--- config.mk ---
export PLATFORM = sky130hd
export DESIGN_NAME = regfile_stack_ctrl
export DESIGN_NICKNAME = d
export VERILOG_FILES = /design/src/rtl/regfile_stack_ctrl.sv
export SDC_FILE = /design/constraint.sdc
export NUM_CORES = 1
export LEC_CHECK = 0
export CAP_MARGIN = 20
export CORE_MARGIN = 4
export CORE_UTILIZATION = 34
export DETAILED_ROUTE_END_ITERATION = 10
export MAX_ROUTING_LAYER = met4
export PLACE_DENSITY = 0.83
export SLEW_MARGIN = 20
export SYNTH_ARGS = -nofsm -noshare
export SYNTH_HDL_FRONTEND = slang
export SYNTH_SLANG_ARGS = --single-unit
--- constraint.sdc ---
create_clock -name i_clk -period 4 [get_ports i_clk]
set_input_delay 0.6 -clock i_clk [delete_from_list [all_inputs] [get_ports i_clk]]
set_output_delay 0.6 -clock i_clk [all_outputs]
set_load 0.01 [all_outputs]
--- src/rtl/regfile_stack_ctrl.sv ---
// Interrupt entry/exit sequencer for the stacked register file: issues one-cycle
// push/pop commands, tracks nesting depth, selects ABI masks and stalls the pipe.
module regfile_stack_ctrl #(
  parameter int unsigned Depth      = 4,
  parameter logic [31:0] EabiGlobal = 32'hFFFF_0000,
  parameter logic [31:0] EabiStack  = 32'h0000_FFFF,
  parameter logic [31:0] IabiGlobal = 32'hF000_000F,
  parameter logic [31:0] IabiStack  = 32'h0FFF_FFF0,
  localparam int unsigned DepthW    = $clog2(Depth + 1)
) (
  input  logic              i_clk,
  input  logic              i_rst,
  input  logic              i_take,
  output logic              o_take_ack,
  input  logic              i_exit,
  output logic              o_exit_ack,
  input  logic              i_iabi,
  output logic [1:0]        o_cmd,
  output logic [31:0]       o_mask_global,
  output logic [31:0]       o_mask_stack,
  output logic [DepthW-1:0] o_depth,
  output logic              o_stall,
  output logic              o_overflow,
  output logic              o_underflow,
  input  logic              i_clr_err
);

  localparam logic [1:0] CmdNone = 2'd0;
  localparam logic [1:0] CmdPush = 2'd1;
  localparam logic [1:0] CmdPop  = 2'd2;

  localparam logic [1:0] StIdle   = 2'd0;
  localparam logic [1:0] StIssue  = 2'd1;
  localparam logic [1:0] StSettle = 2'd2;

  logic [1:0]        state, stateNxt;
  logic [1:0]        cmd, cmdNxt;
  logic [DepthW-1:0] depth, depthNxt;
  logic [31:0]       maskGlobal, maskGlobalNxt;
  logic [31:0]       maskStack, maskStackNxt;
  logic              overflow, overflowNxt;
  logic              underflow, underflowNxt;
  logic              takeAck, exitAck;
  logic              setOvf, setUnf;
  logic              latchMasks;

  always_ff @(posedge i_clk or posedge i_rst) begin
    if (i_rst) begin
      state      <= StIdle;
      cmd        <= CmdNone;
      depth      <= '0;
      maskGlobal <= EabiGlobal;
      maskStack  <= EabiStack;
      overflow   <= 1'b0;
      underflow  <= 1'b0;
    end else begin
      state      <= stateNxt;
      cmd        <= cmdNxt;
      depth      <= depthNxt;
      maskGlobal <= maskGlobalNxt;
      maskStack  <= maskStackNxt;
      overflow   <= overflowNxt;
      underflow  <= underflowNxt;
    end
  end

  // Request arbitration in IDLE; ISSUE and SETTLE are fixed single-cycle steps.
  always_comb begin
    stateNxt   = state;
    cmdNxt     = CmdNone;
    depthNxt   = depth;
    takeAck    = 1'b0;
    exitAck    = 1'b0;
    setOvf     = 1'b0;
    setUnf     = 1'b0;
    latchMasks = 1'b0;
    case (state)
      StIdle: begin
        if (i_take && i_exit && (depth != '0)) begin
          // Tail-chain: the outgoing frame is reused by the incoming one.
          takeAck = 1'b1;
          exitAck = 1'b1;
        end else if (i_take && (depth < DepthW'(Depth))) begin
          takeAck    = 1'b1;
          exitAck    = i_exit;
          setUnf     = i_exit;
          stateNxt   = StIssue;
          cmdNxt     = CmdPush;
          depthNxt   = depth + DepthW'(1);
          latchMasks = 1'b1;
        end else if (i_take) begin
          setOvf = 1'b1;
        end else if (i_exit && (depth != '0)) begin
          exitAck    = 1'b1;
          stateNxt   = StIssue;
          cmdNxt     = CmdPop;
          depthNxt   = depth - DepthW'(1);
          latchMasks = 1'b1;
        end else if (i_exit) begin
          exitAck = 1'b1;
          setUnf  = 1'b1;
        end
      end
      StIssue:  stateNxt = StSettle;
      StSettle: stateNxt = StIdle;
      default:  stateNxt = StIdle;
    endcase
  end

  always_comb begin
    maskGlobalNxt = maskGlobal;
    maskStackNxt  = maskStack;
    if (latchMasks) begin
      maskGlobalNxt = i_iabi ? IabiGlobal : EabiGlobal;
      maskStackNxt  = i_iabi ? IabiStack  : EabiStack;
    end
  end

  // A new error in the same cycle as a clear keeps the flag set.
  assign overflowNxt  = setOvf | (overflow & ~i_clr_err);
  assign underflowNxt = setUnf | (underflow & ~i_clr_err);

  assign o_take_ack    = takeAck;
  assign o_exit_ack    = exitAck;
  assign o_cmd         = cmd;
  assign o_mask_global = maskGlobal;
  assign o_mask_stack  = maskStack;
  assign o_depth       = depth;
  assign o_stall       = (state != StIdle);
  assign o_overflow    = overflow;
  assign o_underflow   = underflow;

endmodule
==> metrics.txt, run 1 <==
detailed placer's ending HPWL between 1000 and 1500 um; worst-path maximum fanout 9; die width around 64 um; register area share after synthesis 0.258; synthesized cell area 1070 um^2; Initial Util 0.354; Synth Area per Inst 8.86 um^2; largest net degree at the start of global routing 18; f_max 0.368 GHz; die area between 4000 and 5000 um^2; CTS tree yes; status finished, final reports clean; hold buffer count at CTS 0; Max Cap Viol 0; first-pass GRT wire length about 2500 um; Post-synth EDFFs 0; Port Buf Inserts between 40 and 50; initial antenna violation count 0; RSZ-0062 raised after global routing no; Syn. warnings 0; row count 20; Syn-to-layout area delta 16.6%; vias between 600 and 700; Hold Fails Final Rpt 0; Post-Syn Instances 121; critical-path cell list clkdlybuf4s50_1 > nand2b_1 > and3_1 > clkdlybuf4s50_1; top cell family by delay on the critical path buffers and inverters; setup TNS 0 ns; Power Density around 740 nW/um^2; top cell type's share of synthesized area 0.434; DR DRC count 0; layout cell share with drive strength beyond 1 0.0876; slowest stage delay, CP between 0.6 and 0.7 ns; DRT Pass-1 Iters 5; Synth Flop Type dfrtp_1; critical path capture point type output port; Arrival @ worst endpoint roughly 2.1 ns; clk sinks 11; ys async rst share 1.00; core area 3030 um^2; Clk Latency, worst-skew pair between 0.2 and 0.3 ns; top-count cell post-synth buf_4; worst vdd ir roughly 0.19 mV; CTS HTree Levels 1; worst path bufs/invs 2; leakage roughly 0.57 nW; worst endpoint required time approximately 3.4 ns; clk slew on worst S/H paths ~0.06 ns; Worst path slowest cell clkdlybuf4s50_1; Post-Route WL between 1500 and 2000 um; largest area contributor in the netlist buf_4; Via density 3.67; most used cell, CP clkdlybuf4s50_1; min cycle time layout 2.72 ns; Clock Tree Root clkbuf_4; Hold Crit Class reg2reg; postcts setup bufs 0; All-Layer GR Usage 0.0791; final antenna-violating net count 0; final setup vio count 0; Synth Register Bits 11; routability cong. approximately 0.75; clk_skew between 0.0003 and 0.0004 ns; PostCTS Resize Cnt 0; CP Class in2out; Hold WS 0.447 ns; Worst Setup Start Kind primary input; I/O pin total 80; synth top area cells buf_4, dfrtp_1, dfstp_2; Synth cell types 30; Final #Nets approximately 150; detailed router's first-iteration violation count 39; drt wl/cell between 9 and 10 um; Slew Limit Fails 0; number of global-route vias before repair between 500 and 600; CTS Buf Count 3; grt total ovfl 0; ANT cells 0; clock buffer depth 2; top cells by count, synth buf_4, dfrtp_1, inv_1; DIE HEIGHT 64.2 um; final worst path period share 0.679
## cell usage in the layout, fill, tap and decap left out
master | Yosys | routed
o2bb2ai_1 | 1 | 1
o21ai_0 | 4 | 4
a22o_1 | 1 | 1
and2_2 | 1 | 1
dfstp_2 | 1 | 1
mux2_4 | 1 | 1
mux2i_1 | 2 | 2
clkbuf_1 | 0 | 1
o22ai_1 | 1 | 1
and3_1 | 2 | 2
fa_1 | 1 | 1
nor2_2 | 1 | 1
a21oi_1 | 4 | 4
nor2_4 | 1 | 1
nand2b_1 | 1 | 1
conb_1 | 2 | 32
dfrtp_1 | 10 | 10
mux2_2 | 1 | 1
nor2b_1 | 1 | 1
inv_1 | 6 | 6
o21a_1 | 1 | 1
o31ai_1 | 1 | 1
nand2_1 | 3 | 3
nor2_1 | 2 | 2
nor3_1 | 4 | 4
nand2b_4 | 1 | 1
clkbuf_4 | 0 | 3
o22a_2 | 1 | 1
clkdlybuf4s50_1 | 0 | 47
o31ai_4 | 1 | 1
## cell type report
| cell class | instances | area (um^2) |
|---|---|---|
| clock buffers | 4 | 26.3 |
| fillers | 302 | 1780 |
| inverters | 6 | 22.5 |
| multi-input cells | 69 | 399 |
| flip-flops and latches | 11 | 277 |
| well taps | 44 | 55.1 |
| repair buffers | 47 | 470 |
## path summary, 6_finish.rpt
check / from / endpoint / slack, ns / depth (start not counted)
min: state[1]$_DFFE_PP0P_ / state[1]$_DFFE_PP0P_ / 0.45 / 1
max in group asynchronous: i_rst / o_mask_stack[3]$_DFFE_PP1P_ / 3.06 / 2
max reg2reg: o_depth[2]$_DFFE_PP0P_ / o_depth[2]$_DFFE_PP0P_ / 2.21 / 5
min reg2reg: state[1]$_DFFE_PP0P_ / state[1]$_DFFE_PP0P_ / 0.45 / 1
min in group asynchronous: i_rst / o_mask_stack[26]$_DFFE_PP0P_ / 0.62 / 2
max: i_exit / o_take_ack / 1.28 / 4
## cell families after synthesis
kind of cell               Yosys count  share of synthesized area
muxes                                4                     0.0432
other                                2                    0.00700
DFF                                 11                      0.258
adders and majority gates            1                     0.0187
and+or+nand+nor                     17                     0.0957
buffers and inverters               71                      0.475
AOI/OAI and AO/OA                   15                      0.103
## stage by stage
| step | total power [mW] | cell area (um^2) | util | std cells | setup slack, ns |
|---|---|---|---|---|---|
| 2_1_floorplan | 0.691 | 1180 | - | 151 | 2.30 |
| 3_3_place_gp | 0.852 | 1220 | 0.404 | 177 | 1.30 |
| 3_5_place_dp | 0.862 | 1220 | 0.404 | 177 | 1.29 |
| 4_1_cts | 0.937 | 1250 | 0.413 | 181 | 1.29 |
| 5_1_grt | 0.988 | 1250 | 0.413 | 181 | 1.23 |
| 6_report | 0.924 | 1250 | 0.413 | 181 | 1.28 |
## sequential cells by signal (all words and copies together) (netlist names)
register and flops:
o_cmd 2, o_overflow 1, o_mask_stack 2, state 2
o_depth 3, o_underflow 1
## routing by layer
layer	share of wire	wire, um	vias up	GRT usage
met3	0.11	195	2	0.0141
met1	0.38	653	295	0.0892
met5	0	0	-	-
li1	-	-	323	-
met4	0.015	25	0	0.0475
met2	0.49	844	45	0.130
## power breakdown
group | leakage (nW) | total [mW] | switching (mW) | internal, mW
clock | 0.0150 | 0.0734 | 0.0348 | 0.0386
sequential | 0.135 | 0.235 | 0.0861 | 0.149
combinational | 0.422 | 0.615 | 0.242 | 0.372
(Power assumes the default switching activity.)
==> run 2, diff against run 1 <==
==> constraint.sdc (replaced) <==
create_clock -name i_clk -period 2.7 [get_ports i_clk]
set_input_delay 0.405 -clock i_clk [delete_from_list [all_inputs] [get_ports i_clk]]
set_output_delay 0.405 -clock i_clk [all_outputs]
set_load 0.01 [all_outputs]
==> run 2 against run 1 <==
- power is 48% higher
- first-iteration DRC count decreased by 69%
- design area up 0.60%
- global-route usage rose by 0.19 points
- clock power grew 51%
- critical path depth did not move
- die area is the same
- via count rose by 0.45%
- critical path type unchanged
- highest routed layer unchanged
- sequential share of layout area is 0.13 points lower
==> metrics.txt, run 2 (synthesis results as in run 1) <==
status finished, final reports clean; Hold WS 0.431 ns (-0.0169 ns); setup TNS 0 ns (unchanged); initial antenna violation count 0 (unchanged); DRT Pass-1 Iters 4 (-1); worst path bufs/invs 2 (unchanged); grt total ovfl 0 (unchanged); register share of total power 0.252 (-0.003); critical-path cell list clkdlybuf4s50_1 > nand2b_1 > and3_1 > clkdlybuf4s50_1; postcts setup bufs 0 (unchanged); most frequent cells in the layout clkdlybuf4s50_1, conb_1, dfrtp_1; Sw Pwr 540 uW (+49%); drt wl/cell 9.64 um (+1.5%); first-pass GRT wire length 2680 um (+5.4%); worst vdd ir 0.251 mV (+32%); Arrival @ worst endpoint 1.91 ns (-0.21 ns); worst-path maximum fanout 9 (unchanged); Max Cap Viol 0 (unchanged); Worst path slowest cell clkdlybuf4s50_1; largest net degree at the start of global routing 18 (unchanged); Port Buf Inserts 47 (unchanged); CP Class in2out; slowest stage delay, CP 0.65 ns (about the same); DIE HEIGHT 64.2 um (unchanged); DR DRC count 0 (unchanged); storage element area 277 um^2 (unchanged); clk_skew 0.00396 ns (+0.00356 ns); Multi-input gate area 399 um^2 (unchanged); Clk pwr share 0.081 (+0.002); final antenna-violating net count 0 (unchanged); Hold Crit Class in2async; routability cong. 0.793 (+5.8%); Slew Limit Fails 0 (unchanged); row count 20 (unchanged); CTS Buf Count 3 (unchanged); number of global-route vias before repair 558 (+7.3%); Initial Util 0.354 (unchanged); final worst path period share 0.858; Layout Cells excl Fill 182 (+0.55%); Power Density 1090 nW/um^2 (+48%); layout cell share with drive strength beyond 1 0.0942 (+0.00661); leakage 0.577 nW (+0.84%); final setup vio count 0 (unchanged); clk slew on worst S/H paths 0.07 ns (about the same); RSZ-0062 raised after global routing no; detailed router's first-iteration violation count 12 (-69%); Syn-to-layout area delta 17.3%; min cycle time layout 2.32 ns; top cell family by delay on the critical path buffers and inverters; f_max 0.432 GHz; ANT cells 0 (unchanged); worst endpoint required time 2.30 ns (-1.10 ns); most common cell after layout, fill and taps aside clkdlybuf4s50_1; Sw Ratio 0.394 (+0.000408); clock buffer depth 2 (unchanged); die area 4120 um^2 (unchanged); Gate power share 0.667 (about the same); Filler Cell Count 288 (-4.6%); critical path capture point type output port; I/O pin total 80 (unchanged); CTS HTree Levels 1 (unchanged); Placed Cells 178 (+0.56%); detailed placer's ending HPWL 1440 um (+0.43%); CTS tree yes; most used cell, CP clkdlybuf4s50_1; clk sinks 11 (unchanged); post-layout util 0.415 (+0.00248); Via density 3.67 (-0.10%); Largest register FFs 3 (unchanged); All-Layer GR Usage 0.0810 (+0.00188); Clock Tree Root clkbuf_4; die width 64.2 um (unchanged); Worst Setup Start Kind primary input; vias 668 (+0.45%); hold buffer count at CTS 0 (unchanged); core area 3030 um^2 (unchanged); Clk Latency, worst-skew pair 0.26 ns (about the same); Internal 831 uW (+48%); Final #Nets 146 (+0.69%); PostCTS Resize Cnt 0 (unchanged); Post-Route WL 1750 um (+2.1%); Hold Fails Final Rpt 0 (unchanged)
-- run 2: cell types whose count changed in the layout (fill, tap and decap cells not counted) --
cell   before  now
buf_4       0    1
-- run 2: stage by stage --
| step | power, mW | setup WS [ns] | cell area [um^2] |
|---|---|---|---|
| 2_1_floorplan | 1.02 | 1.04 | 1180 |
| 3_3_place_gp | 1.26 | 0.400 | 1230 |
| 3_5_place_dp | 1.28 | 0.380 | 1230 |
| 4_1_cts | 1.39 | 0.380 | 1260 |
| 5_1_grt | 1.47 | 0.331 | 1260 |
| 6_report | 1.37 | 0.384 | 1260 |
-- run 2: area by class of cell --
class                   instances  area share
flip-flops and latches         11       0.220
repair buffers                 48       0.380
multi-input cells              69       0.317
well taps                      44      0.0438
clock buffers                   4      0.0209
inverters                       6      0.0179
-- run 2: final timing paths --
path	from	end	slack (ns)	cells after the start
worst min-delay path	i_rst	o_depth[0]$_DFFE_PP0P_	0.43	2
max in group asynchronous	i_rst	o_mask_stack[3]$_DFFE_PP1P_	1.94	2
min in group i_clk	state[1]$_DFFE_PP0P_	state[1]$_DFFE_PP0P_	0.45	1
worst max register to register	o_depth[2]$_DFFE_PP0P_	o_depth[2]$_DFFE_PP0P_	0.93	5
worst min register to register	state[1]$_DFFE_PP0P_	state[1]$_DFFE_PP0P_	0.45	1
worst max-delay path	i_exit	o_take_ack	0.38	4
-- run 2: power groups by stage --
stage / sequential [mW] / combinational, mW / clock [mW]
floorplan: 0.345 / 0.678 / 0
global placement: 0.348 / 0.915 / 0
finish: 0.345 / 0.914 / 0.111
global route: 0.371 / 0.974 / 0.121
detailed placement: 0.353 / 0.923 / 0
CTS: 0.349 / 0.925 / 0.114
-- run 2: per-layer routing --
| metal | GRT usage | wire (um) |
|---|---|---|
| met1 | 0.0881 | 709 |
| met2 | 0.142 | 843 |
| met3 | 0.0228 | 182 |
| met4 | 0.0264 | 19 |
| met5 | - | 0 |
-- run 2: worst reg2reg max path, stage by stage, from the launching register on --
cell	delay (ns)
dfrtp_1	0.51
nand2b_4	0.23
fa_1	0.38
nor3_1	0.26
mux2i_1	0.22
nand2_1	0.06
==> run 3, diff against run 2 <==
--- a/config.mk
+++ b/config.mk
@@ -6,8 +6,10 @@
 export NUM_CORES = 1
 export LEC_CHECK = 0
 export CAP_MARGIN = 20
+export CELL_PAD_IN_SITES_DETAIL_PLACEMENT = 0
+export CELL_PAD_IN_SITES_GLOBAL_PLACEMENT = 1
 export CORE_MARGIN = 4
-export CORE_UTILIZATION = 34
+export CORE_UTILIZATION = 23
 export DETAILED_ROUTE_END_ITERATION = 10
 export MAX_ROUTING_LAYER = met4
 export PLACE_DENSITY = 0.83
==> run 3 against run 2 <==
- maximum frequency grew 8.4%
- flip-flop and latch count is the same
- worst setup slack better by 0.18 ns
- clock skew decreased by 0.0017 ns
- global-route usage decreased by 1.9 points
- largest cell class unchanged
- cell count up 4.9%
- highest routed layer unchanged
- first-iteration DRC count rose to 3.8 times the previous value
- core utilization shrank 12 points
- critical endpoint unchanged
- design area increased by 2.9%
==> metrics.txt, run 3 (synthesis results as in run 1) <==
Hold Crit Class reg2reg; slowest stage delay, CP 0.61 ns (-0.04 ns); worst endpoint required time 2.30 ns (about the same); WHS Endpoint state[1]$_DFFE_PP0P_; CP Class in2out; Layout Cells excl Fill 191 (+4.9%); CTS HTree Levels 1 (unchanged); clk slew on worst S/H paths 0.05 ns (-0.02 ns); most used cell, CP clkdlybuf4s50_1; Max Cap Viol 0 (unchanged); routability cong. 0.730 (-8.0%); min cycle time layout 2.14 ns (-0.179 ns); Reg2Reg Depth 5 (unchanged); core area 4440 um^2 (+47%); Clk Latency, worst-skew pair 0.24 ns (-0.02 ns); Power Density 1110 nW/um^2 (+1.6%); die area 5820 um^2 (+41%); Initial Util 0.241 (-0.113); Via density 3.50 (-4.7%); detailed placer's ending HPWL 1530 um (+6.4%); Worst path slowest cell clkdlybuf4s50_1; Clock Tree Root clkbuf_8; final antenna-violating net count 0 (unchanged); Placed Cells 187 (+5.1%); storage element area 277 um^2 (unchanged); Multi-input gate area 399 um^2 (unchanged); layout cell share with drive strength beyond 1 0.101 (+0.00652); top cell family by delay on the critical path buffers and inverters; number of global-route vias before repair 560 (+0.36%); Slew Limit Fails 0 (unchanged); Final #Nets 147 (+0.68%); drt wl/cell 9.92 um (+2.9%); DIE HEIGHT 76.3 um (+19%); HP Start state[1]$_DFFE_PP0P_; worst path bufs/invs 2 (unchanged); Final Cell Area 1290 um^2 (+2.9%); critical path capture point type output port; CTS Buf Count 3 (unchanged); setup TNS 0 ns (unchanged); worst vdd ir 0.258 mV (+2.6%); vias 668 (unchanged); worst-path maximum fanout 6 (-3); initial antenna violation count 0 (unchanged); row count 24 (+20%); DP Area 1250 um^2 (+1.4%); Largest register FFs 3 (unchanged); clk sinks 11 (unchanged); detailed router's first-iteration violation count 45 (+33); critical-path cell list clkdlybuf4s50_1 > and3_1 > clkdlybuf4s50_1; Post-Route WL 1890 um (+8.0%); die width 76.3 um (+19%); first-pass GRT wire length 2900 um (+8.5%); RSZ-0062 raised after global routing no; postcts setup bufs 0 (unchanged); largest net degree at the start of global routing 18 (unchanged); All-Layer GR Usage 0.0621 (-0.0189); clock buffer depth 2 (unchanged); depth of the worst hold-timing path 1; worst reg2reg path startpoint o_depth[2]$_DFFE_PP0P_; final worst path period share 0.792 (-0.0662); Arrival @ worst endpoint 1.73 ns (-0.18 ns); Port Buf Inserts 47 (unchanged); grt total ovfl 0 (unchanged); DRT Pass-1 Iters 2 (-2); Pwr Total 1.43 mW (+4.6%); most frequent cells in the layout clkdlybuf4s50_1, conb_1, dfrtp_1; Hold Fails Final Rpt 0 (unchanged); DR DRC count 0 (unchanged); final setup vio count 0 (unchanged); leakage 0.590 nW (+2.2%); PostCTS Resize Cnt 0 (unchanged); clk_skew 0.00226 ns (-0.00169 ns); f_max 0.468 GHz (+8.4%); hold buffer count at CTS 0 (unchanged); status finished, final reports clean; r2r endpoint o_depth[2]$_DFFE_PP0P_; ANT cells 0 (unchanged); CTS tree yes; Syn-to-layout area delta 20.7%; post-layout util 0.291 (-0.124); I/O pin total 80 (unchanged); Filler Cell Count 470 (+63%); most common cell after layout, fill and taps aside clkdlybuf4s50_1; Worst Setup Start Kind primary input; flop2flop setup slack 0.98 ns (+0.05 ns)
-- run 3: changes by cell type in the layout (fill, tap and decap cells not counted) --
cell	change
buf_4	+1
clkbuf_4	-3
clkbuf_8	+3
-- run 3: how the worst max path moves through the flow --
stage                            from                     end  depth (start not counted)
2_1_floorplan  o_depth[2]$_DFFE_PP0P_  o_depth[2]$_DFFE_PP0P_                          6
5_1_grt                        i_take              o_take_ack                          3
3_5_place_dp                   i_take  o_depth[2]$_DFFE_PP0P_                          6
6_report                       i_take              o_take_ack                          3
4_1_cts                        i_take              o_take_ack                          3
3_3_place_gp                   i_take              o_take_ack                          3
-- run 3: per-layer routing --
metal / global-route usage / share of wire / vias to the layer above
li1: - / - / 327
met1: 0.0653 / 0.39 / 291
met5: - / 0 / -
met3: 0.0189 / 0.10 / 5
met4: 0.0290 / 0.017 / 0
met2: 0.106 / 0.48 / 45
-- run 3: cell type report --
cell class,instances,area share
Multi-Input combinational cell,69,0.309
Timing Repair Buffer,49,0.375
Tap cell,52,0.0503
Clock buffer,4,0.0348
Inverter,6,0.0174
Sequential cell,11,0.214
-- run 3: stage by stage --
step	worst slack, ns	hold slack [ns]
5_1_grt	0.515	0.480
6_report	0.563	0.450
2_1_floorplan	1.04	0.257
3_3_place_gp	0.550	0.438
3_5_place_dp	0.555	0.443
4_1_cts	0.557	0.453
-- run 3: where the power goes --
group          internal [mW]  switching, mW
registers              0.222          0.128
logic                  0.554          0.364
clock network          0.104         0.0614
total                  0.880          0.554
